==> config.mk <==
export PLATFORM = sky130hd
export DESIGN_NAME = hex_scan_n
export DESIGN_NICKNAME = d
export VERILOG_FILES = /design/src/rtl/hex_scan_pkg.sv /design/src/rtl/hex_seg_decode.sv /design/src/rtl/hex_scan_n.sv
export SDC_FILE = /design/constraint.sdc
export NUM_CORES = 1
export LEC_CHECK = 0
export BUFFER_PORTS_ARGS = -buffer_cell sky130_fd_sc_hd__buf_2
export CAP_MARGIN = 5
export CORE_MARGIN = 2
export CORE_UTILIZATION = 25
export DETAILED_ROUTE_END_ITERATION = 7
export PLACE_DENSITY = 0.44
export SLEW_MARGIN = 5
export SYNTH_ARGS = -nofsm -noshare
export SYNTH_HDL_FRONTEND = slang
export SYNTH_SLANG_ARGS = --single-unit
==> constraint.sdc <==
create_clock -name Clk -period 4.05 [get_ports Clk]
set_clock_uncertainty 0.05 [all_clocks]
set_input_delay 0.6075 -clock Clk [delete_from_list [all_inputs] [get_ports Clk]]
set_output_delay 0.6075 -clock Clk [all_outputs]
set_load 0.01 [all_outputs]
==> src/rtl/hex_scan_pkg.sv <==
// Shared constants and helpers for the hex_scan_n multi-digit 7-segment scan driver.
package hex_scan_pkg;

    typedef logic [7:0] seg_t;

    localparam int MAX_DIGITS = 16;

    // Active-high {g,f,e,d,c,b,a} patterns for hex digits 0..F
    localparam logic [6:0] SEG_TABLE [16] = '{
        7'h3F, 7'h06, 7'h5B, 7'h4F, 7'h66, 7'h6D, 7'h7D, 7'h07,
        7'h7F, 7'h6F, 7'h77, 7'h7C, 7'h39, 7'h5E, 7'h79, 7'h71
    };

    function automatic int width_of(input int n);
        return (n <= 1) ? 1 : $clog2(n);
    endfunction

    function automatic seg_t seg_apply(input seg_t raw, input bit active_low);
        return active_low ? ~raw : raw;
    endfunction

endpackage

==> src/rtl/hex_seg_decode.sv <==
// Combinational nibble + decimal point to 8-bit segment pattern, board polarity applied.
module hex_seg_decode
    import hex_scan_pkg::*;
#(
    parameter bit ACTIVE_LOW = 1'b1
) (
    input  logic [3:0] nibble,
    input  logic       dp,
    output logic [7:0] seg
);

    assign seg = seg_apply({dp, SEG_TABLE[nibble]}, ACTIVE_LOW);

endmodule

==> src/rtl/hex_scan_n.sv <==
// Parametrised 7-segment scan driver: frame-coherent snapshot, leading-zero blanking,
// per-digit enable and anti-ghosting blank interval at the start of each slot.
module hex_scan_n
    import hex_scan_pkg::*;
#(
    parameter int DIGITS         = 8,
    parameter int CLK_HZ         = 50_000_000,
    parameter int SLOT_HZ        = 1000,
    parameter int BLANK_CYC      = 100,
    parameter int SEL_ACTIVE_LOW = 1,
    parameter int SEG_ACTIVE_LOW = 1
) (
    input  logic                  Clk,
    input  logic                  Reset_n,
    input  logic                  En,
    input  logic [4*DIGITS-1:0]   Disp_data,
    input  logic [DIGITS-1:0]     Dp,
    input  logic [DIGITS-1:0]     Digit_en,
    input  logic                  Lz_blank,
    output logic [DIGITS-1:0]     Sel,
    output logic [7:0]            Seg,
    output logic                  Frame_done
);

    localparam int DIV   = CLK_HZ / SLOT_HZ;
    localparam int CNT_W = width_of(DIV);
    localparam int IDX_W = width_of(DIGITS);

    localparam logic [CNT_W-1:0]  CNT_LAST  = CNT_W'(DIV - 1);
    localparam logic [CNT_W-1:0]  CNT_BLANK = CNT_W'(BLANK_CYC);
    localparam logic [IDX_W-1:0]  IDX_LAST  = IDX_W'(DIGITS - 1);
    localparam logic [DIGITS-1:0] SEL_OFF   = (SEL_ACTIVE_LOW != 0) ? '1 : '0;
    localparam logic [7:0]        SEG_OFF   = (SEG_ACTIVE_LOW != 0) ? 8'hFF : 8'h00;

    logic [CNT_W-1:0]    cnt;
    logic [IDX_W-1:0]    idx;
    logic [4*DIGITS-1:0] data_sh;
    logic [DIGITS-1:0]   dp_sh;
    logic [DIGITS-1:0]   den_sh;
    logic                lz_sh;

    logic [DIGITS-1:0]   lz_mask;
    logic                zero_above;
    logic [3:0]          nib_p0;
    logic                dp_p0;
    logic                show_p0;
    logic [DIGITS-1:0]   sel_on_p0;
    logic [7:0]          seg_dec_p0;

    // A digit is blanked when it and every digit above it carry zero and no dp
    always_comb begin
        zero_above = 1'b1;
        lz_mask    = '0;
        for (int i = DIGITS - 1; i >= 1; i--) begin
            zero_above = zero_above && (data_sh[4*i +: 4] == 4'h0) && !dp_sh[i];
            lz_mask[i] = lz_sh && zero_above;
        end
    end

    always_comb begin
        nib_p0    = 4'h0;
        dp_p0     = 1'b0;
        show_p0   = 1'b0;
        sel_on_p0 = SEL_OFF;
        for (int i = 0; i < DIGITS; i++) begin
            if (idx == IDX_W'(i)) begin
                nib_p0       = data_sh[4*i +: 4];
                dp_p0        = dp_sh[i];
                show_p0      = den_sh[i] && !lz_mask[i];
                sel_on_p0[i] = ~SEL_OFF[i];
            end
        end
    end

    hex_seg_decode #(
        .ACTIVE_LOW (SEG_ACTIVE_LOW != 0)
    ) u_dec (
        .nibble (nib_p0),
        .dp     (dp_p0),
        .seg    (seg_dec_p0)
    );

    // p0 -> p1: scan position and muxed digit registered onto the pins
    always_ff @(posedge Clk or negedge Reset_n) begin
        if (!Reset_n) begin
            cnt        <= '0;
            idx        <= '0;
            data_sh    <= '0;
            dp_sh      <= '0;
            den_sh     <= '0;
            lz_sh      <= 1'b0;
            Sel        <= SEL_OFF;
            Seg        <= SEG_OFF;
            Frame_done <= 1'b0;
        end else if (!En) begin
            cnt        <= '0;
            idx        <= '0;
            Sel        <= SEL_OFF;
            Seg        <= SEG_OFF;
            Frame_done <= 1'b0;
        end else begin
            if (cnt == '0 && idx == '0) begin
                data_sh <= Disp_data;
                dp_sh   <= Dp;
                den_sh  <= Digit_en;
                lz_sh   <= Lz_blank;
            end
            if (cnt == CNT_LAST) begin
                cnt <= '0;
                idx <= (idx == IDX_LAST) ? '0 : idx + IDX_W'(1);
            end else begin
                cnt <= cnt + CNT_W'(1);
            end
            Frame_done <= (cnt == CNT_LAST) && (idx == IDX_LAST);
            if (cnt >= CNT_BLANK && show_p0) begin
                Sel <= sel_on_p0;
                Seg <= seg_dec_p0;
            end else begin
                Sel <= SEL_OFF;
                Seg <= SEG_OFF;
            end
        end
    end

endmodule

# [After elaboration in Yosys (flattened, before gate mapping)]
# Memory sizes are Yosys's and may differ from the RTL's.
# Index checks and enable logic that the tools add are counted.
[word_totals] mem_count=1 regBits=85 romBits=112 wordCells=123
[classes] n_lt_le_gt_ge=2 addsub=2 n_eq_ne=9 reduce_logical=54 muxes=44 n_bitwise=2
[memory_table] name="(no name shown)" words=16 width=7 rd=1 rd_clocked_by_memory_dff=0 write_ports=0 line="hex_seg_decode.sv:12" source="assign seg = seg_apply({dp, SEG_TABLE[nibble]}, ACTIVE_LOW);"
[op_table] op="16-bit two-way mux" count=2
[op_table] op="4-bit two-way mux" count=8
[op_table] op="8-bit two-way mux" count=4
[op_table] op="1-bit logical AND" count=30
[op_table] op="4-bit logical NOT" count=7
[op_table] op="1-bit two-way mux" count=25
[op_table] op="16-bit by 1-bit adder with 16-bit output (second input constant)" count=1
[op_table] op="16-bit == test (second input constant)" count=1
[op_table] op="16-bit by 7-bit >= comparator with 1-bit output (second input constant)" count=1
[op_table] op="16-bit logical NOT" count=1
[op_table] op="1-bit logical NOT" count=14
[op_table] op="7-bit two-way mux" count=2
[op_table] op="3-bit == test (second input constant)" count=4
[op_table] op="3-bit two-way mux" count=3
[op_table] op="8-bit inverter" count=1
[op_table] op="3-bit by 2-bit == test with 1-bit output (second input constant)" count=2
[op_table] op="5-bit >= comparator (second input constant)" count=1
[op_table] op="4-bit inverter with 5-bit output" count=1
[op_table] op="3-bit by 1-bit adder with 3-bit output (second input constant)" count=1
[op_table] op="3-bit by 1-bit == test with 1-bit output (second input constant)" count=1
[op_table] op="3-bit logical NOT" count=1
[op_table] op="2-bit by 1-bit inequality test with 1-bit output (second input constant)" count=1
[op_table] op="2-bit AND reduction" count=1

# [Logic depth before layout (Yosys ltp)]
[logic_depth] depth_word=27 depth_mapped=13 ltp_nobuf=11

# [Cells and area by module]
# From an unflattened synthesis, not the netlist that was laid out.
[hier_totals] hier_cells=417 area_unflattened_um2=4481.8
[modules_own_cells] mod="hex_scan_n" instances=1 area_each_um2=4234.1 seq_area_each_um2=2147.1 cells_per_inst=384
[modules_own_cells] mod="hex_seg_decode" instances=1 area_each_um2=247.7 seq_area_each_um2=0.0 cells_per_inst=33

# [Worst setup path before layout]
# No wires, ideal clock.
[synth_timing] path_type="reg2reg" startpoint="register idx[0]" endpoint="register Seg[3]" period_less_slack_ns=2.946 arrival_time_ns=2.813 path_buffers=2 setup_ns=0.083 stages_incl_launch_ff=14 setup_slack_ns=1.104 path_cell_list="dfrtp_1 -> inv_1 -> ha_1 -> clkbuf_1 -> clkbuf_1 -> a21oi_1 -> a2111oi_0 -> o22ai_1 -> a31oi_1 -> inv_1 -> ha_1 -> a21boi_0 -> a211oi_1 -> o21ai_2"
[synth_via] elab_chain_cells=16 elab_cells_between_ends=32 classes_between="7 x eq/ne; 20 x mux; 2 x bitwise; 2 x reduce/logical; 1 x memory"
[synth_rtl] item="from (decl)" line="hex_scan_n.sv:36" source="logic [IDX_W-1:0] idx;"
[synth_rtl] item="from (signal assigned)" line="hex_scan_n.sv:110" source="idx <= (idx == IDX_LAST) ? '0 : idx + IDX_W'(1);"
[synth_rtl] item="3-bit logical NOT" line="hex_scan_n.sv:66" source="if (idx == IDX_W'(i)) begin"
[synth_rtl] item="4-bit two-way mux (8 in series)" line="hex_scan_n.sv:66"
[synth_rtl] item="4-bit inverter with 5-bit output (implied by the code)" line="hex_seg_decode.sv:12"
[synth_rtl] item="memory read 16 x 7 bit"
[synth_rtl] item="7-bit two-way mux (implied by the code) (2 in series)" line="hex_seg_decode.sv:12"
[synth_rtl] item="8-bit inverter" line="hex_scan_pkg.sv:19" source="return active_low ? ~raw : raw;"
[synth_rtl] item="8-bit two-way mux *" line="hex_scan_n.sv:115" source="if (cnt >= CNT_BLANK && show_p0) begin"
[synth_rtl] item="8-bit two-way mux *" line="hex_scan_n.sv:95" source="end else if (!En) begin"
[synth_rtl] item="to (signal assigned)" line="hex_scan_n.sv:117" source="Seg <= seg_dec_p0;"
[synth_rtl] item="to (decl)" line="hex_scan_n.sv:21" source="output logic [7:0] Seg,"
# Every way passes the cells marked *; elsewhere a longest branch is shown, timed or not. The select of a mux whose other input is x is not followed.
# A chain may end at the register's enable or synchronous reset.

# [Worst setup path in the final report]
[layout_timing] startpoint="register idx[1]" endpoint="register Seg[3]"
# The elaborated chain is that of the path after synthesis.

==> run summary <==
## Placed design
* **placed standard-cell area** 0.00497 sq mm
* **Final Wtd Congestion** 0.807
* **number of buffers inserted by port buffering** 68
* **instance count after placement with tap cells included** 684
* **HPWL after detailed placement** 8350 um

## Worst setup path
* **critical path startpoint category** register
* **beginning of the worst register-to-register path** idx[1]$_DFFE_PN0P_
* **Crit path arrival time** 3540 ps
* **crit-path max FO** 20
* **reg2reg path depth** 11
* **category of the most critical setup path** register to register
* **worst reg2reg endpoint** Seg[3]$_DFF_PN1_
* **type of destination of the critical path** register
* **Reg2Reg Setup Slack** 730 ps
* **data required time at the worst endpoint** 4270 ps

## Synth
* **nets in the synthesized netlist** 472
* **post-synthesis average cell area** 10.8 sq um
* **number of synthesized flops with an enable pin** 0
* **Post-Syn Area** 0.00439 sq mm
* **top cell type by total area after synthesis** sky130_fd_sc_hd__dfrtp_1
* **number of synthesis warnings** 0
* **leading register cell type out of synthesis** sky130_fd_sc_hd__dfrtp_1
* **most instantiated cells after synthesis** 69 x sky130_fd_sc_hd__dfrtp_1, 49 x sky130_fd_sc_hd__mux2_2, 31 x sky130_fd_sc_hd__nor2_1
* **Async SR Flop Fraction** 100%
* **top area cells in the synthesized netlist** sky130_fd_sc_hd__dfrtp_1 39%, sky130_fd_sc_hd__mux2_2 13%, sky130_fd_sc_hd__dfstp_2 9.6%
* **sequential cell area fraction in the yosys report** 48.9%
* **post-synthesis instance total** 407
* **cell with the most instances after synthesis** sky130_fd_sc_hd__dfrtp_1
* **flops & latches, synth** 85
* **distinct cell type count of the synthesized netlist** 57
* **Synth top area share** 39.3%

## GRT
* **GRT Util Overall** 12.7%
* **wire length of the first global-routing pass** 17800 um
* **largest net degree at the start of global routing** 67
* **sum of overflow across all layers after global routing** 0
* **vias in the first global route** 3405
* **number of antenna violations at the first check in global routing** 1

## Layout
* **share of cells above drive strength 1** 37.1%
* **Inserted Diodes** 0
* **number of cells in the finished layout apart from fillers** 700
* **final cell area excluding filler cells** 0.00530 sq mm
* **Layout Nets** 535
* **relative area change from synthesis to final layout** 20.8%

## Clock tree
* **number of H-tree levels** 3
* **clock root buffer** sky130_fd_sc_hd__clkbuf_16
* **setup repair bufs after CTS** 0
* **clock network latency to the later pin of the worst-skew pair** 350 ps
* **number of buffers inserted during clock tree synthesis** 9
* **number of sinks handled by clock tree synthesis** 85
* **CTS tree** built
* **Reg clk slew, reported paths** 60 ps
* **maximum buffer depth of the clock tree** 2
* **Post-CTS Resized** 0
* **number of hold buffers added after cts** 0

## Floorplan
* **width of the chip** 136 um
* **starting utilization of the core area** 25.5%
* **site row count** 48
* **core outline area** 0.0172 sq mm
* **ports placed on the boundary** 69
* **floorplan die height** 136 um
* **Die ar.** 0.0186 sq mm

## Detailed routing
* **DR pass1 iterations** 4
* **DRC marker count from the first detailed-route iteration** 227
* **number of vias in the routed layout** 3310
* **detailed-route wire length per cell** 16.0 um
* **average via count per standard cell** 4.73
* **Residual DRC** 0
* **DRT antenna net count** 0
* **final wirelength** 11200 um

## Pwr
* **leakage power** 2.22 nW
* **Clock power frac** 38.4%
* **P_sw** 0.644 mW
* **switching power share of the total** 26.9%
* **internal power contribution** 1.75 mW
* **IR drop worst, VDD** 197 uV
* **overall power** 2.39 mW
* **sequential share of power** 45.7%
* **Logic pwr share** 16.0%
* **power density over the cells** 451 mW/mm^2

## Timing
* **number of hold violations in the final report** 0
* **Max Fclk** 0.301 GHz
* **Slew HR** 26.7%
* **worst-margin pin slew** 1100 ps
* **final worst hold slack** 294 ps
* **number of failing setup endpoints in the final timing report** 0
* **max-slew violation count** 0
* **Total Negative Setup Slacks** 0 ps
* **min Tclk post-route** 3320 ps
* **final clock period utilization by the worst path** 81.9%
* **setup repair after global routing missed its margin** false

## Flow run
* **number of maximum-capacitance constraint violations** 0

## Worst hold path
* **path class of the lowest-slack min-delay path** primary input to asynchronous set/reset pin

## Status
* **status** finished, final reports clean

==> metrics by stage <==
step | util (%) | worst slack, ps
6_report | 30.8 | 732
5_1_grt | 30.8 | 351
4_1_cts | 30.8 | 699
3_5_place_dp | 28.8 | 715
3_3_place_gp | 28.8 | 838
2_1_floorplan | - | 1100
==> routing by layer <==
layer	global-route usage, %	part of all wire [%]	vias up
met1	15.3	43	1633
li1	-	-	1584
met5	0	0	-
met2	20.5	49	73
met4	4.92	2.5	0
met3	4.55	5.8	20
==> layout make-up <==
type	count	area (sq um)
clock buffers	11	253
clock inverters	5	82.6
fillers	1773	11900
inverters	14	52.6
multi-input cells	286	2100
flip-flops and latches	85	2150
well taps	225	282
repair buffers	74	388
==> logic make-up after synthesis <==
group / synth area share, %
adders and majority gates: 3.71
DFF: 48.9
muxes: 13.0
AOI/OAI and AO/OA: 11.1
xor gates and xnor gates: 2.99
and+or+nand+nor: 17.0
buffers and inverters: 3.25
==> state kept, by name, indices dropped and copies added, names as in the netlist <==
name / count
data_sh: 32
cnt: 16
Seg: 8
Sel: 8
den_sh: 8
dp_sh: 8
idx: 3
Frame_done: 1
lz_sh: 1
==> cell usage in the layout (no fill, tap or decap), types with 12 or more instances in the layout <==
cell type and count:
sky130_fd_sc_hd__buf_2 67, sky130_fd_sc_hd__mux2_2 49, sky130_fd_sc_hd__inv_1 13, sky130_fd_sc_hd__dfstp_2 16, sky130_fd_sc_hd__nand3_1 15, sky130_fd_sc_hd__dfrtp_1 69, sky130_fd_sc_hd__ha_1 13, sky130_fd_sc_hd__nand2_1 25
sky130_fd_sc_hd__a21oi_1 22, sky130_fd_sc_hd__nor3_1 12, sky130_fd_sc_hd__nor2_1 31
==> how the worst max path moves through the flow <==
stage	to	depth (start not counted)	startpoint
after floorplan	Seg[3]$_DFF_PN1_	13	idx[0]$_DFFE_PN0P_
after global placement	Sel[1]$_DFF_PN1_	7	idx[0]$_DFFE_PN0P_
after detailed placement	Seg[3]$_DFF_PN1_	11	idx[1]$_DFFE_PN0P_
after CTS	Seg[3]$_DFF_PN1_	11	idx[1]$_DFFE_PN0P_
after global routing	Seg[4]$_DFF_PN1_	10	idx[1]$_DFFE_PN0P_
final	Seg[3]$_DFF_PN1_	11	idx[1]$_DFFE_PN0P_
==> power by group through the flow <==
stage	logic (mW)	registers, mW	clock network, mW
3_3_place_gp	0.378	1.11	0
4_1_cts	0.388	1.10	0.950
6_report	0.382	1.09	0.917
3_5_place_dp	0.386	1.11	0
2_1_floorplan	0.288	1.05	0
5_1_grt	0.426	1.11	0.983
==> critical path, cell delays in order (launching register included) <==
cell,delay (ps)
sky130_fd_sc_hd__dfrtp_1,410
sky130_fd_sc_hd__inv_1,90
sky130_fd_sc_hd__ha_1,610
sky130_fd_sc_hd__a21oi_1,120
sky130_fd_sc_hd__a2111oi_0,450
sky130_fd_sc_hd__o22ai_1,190
sky130_fd_sc_hd__a31oi_1,430
sky130_fd_sc_hd__inv_1,150
sky130_fd_sc_hd__ha_1,210
sky130_fd_sc_hd__a21boi_0,140
sky130_fd_sc_hd__a211oi_1,310
sky130_fd_sc_hd__o21ai_2,90
Power figures use the tool's default switching activity.
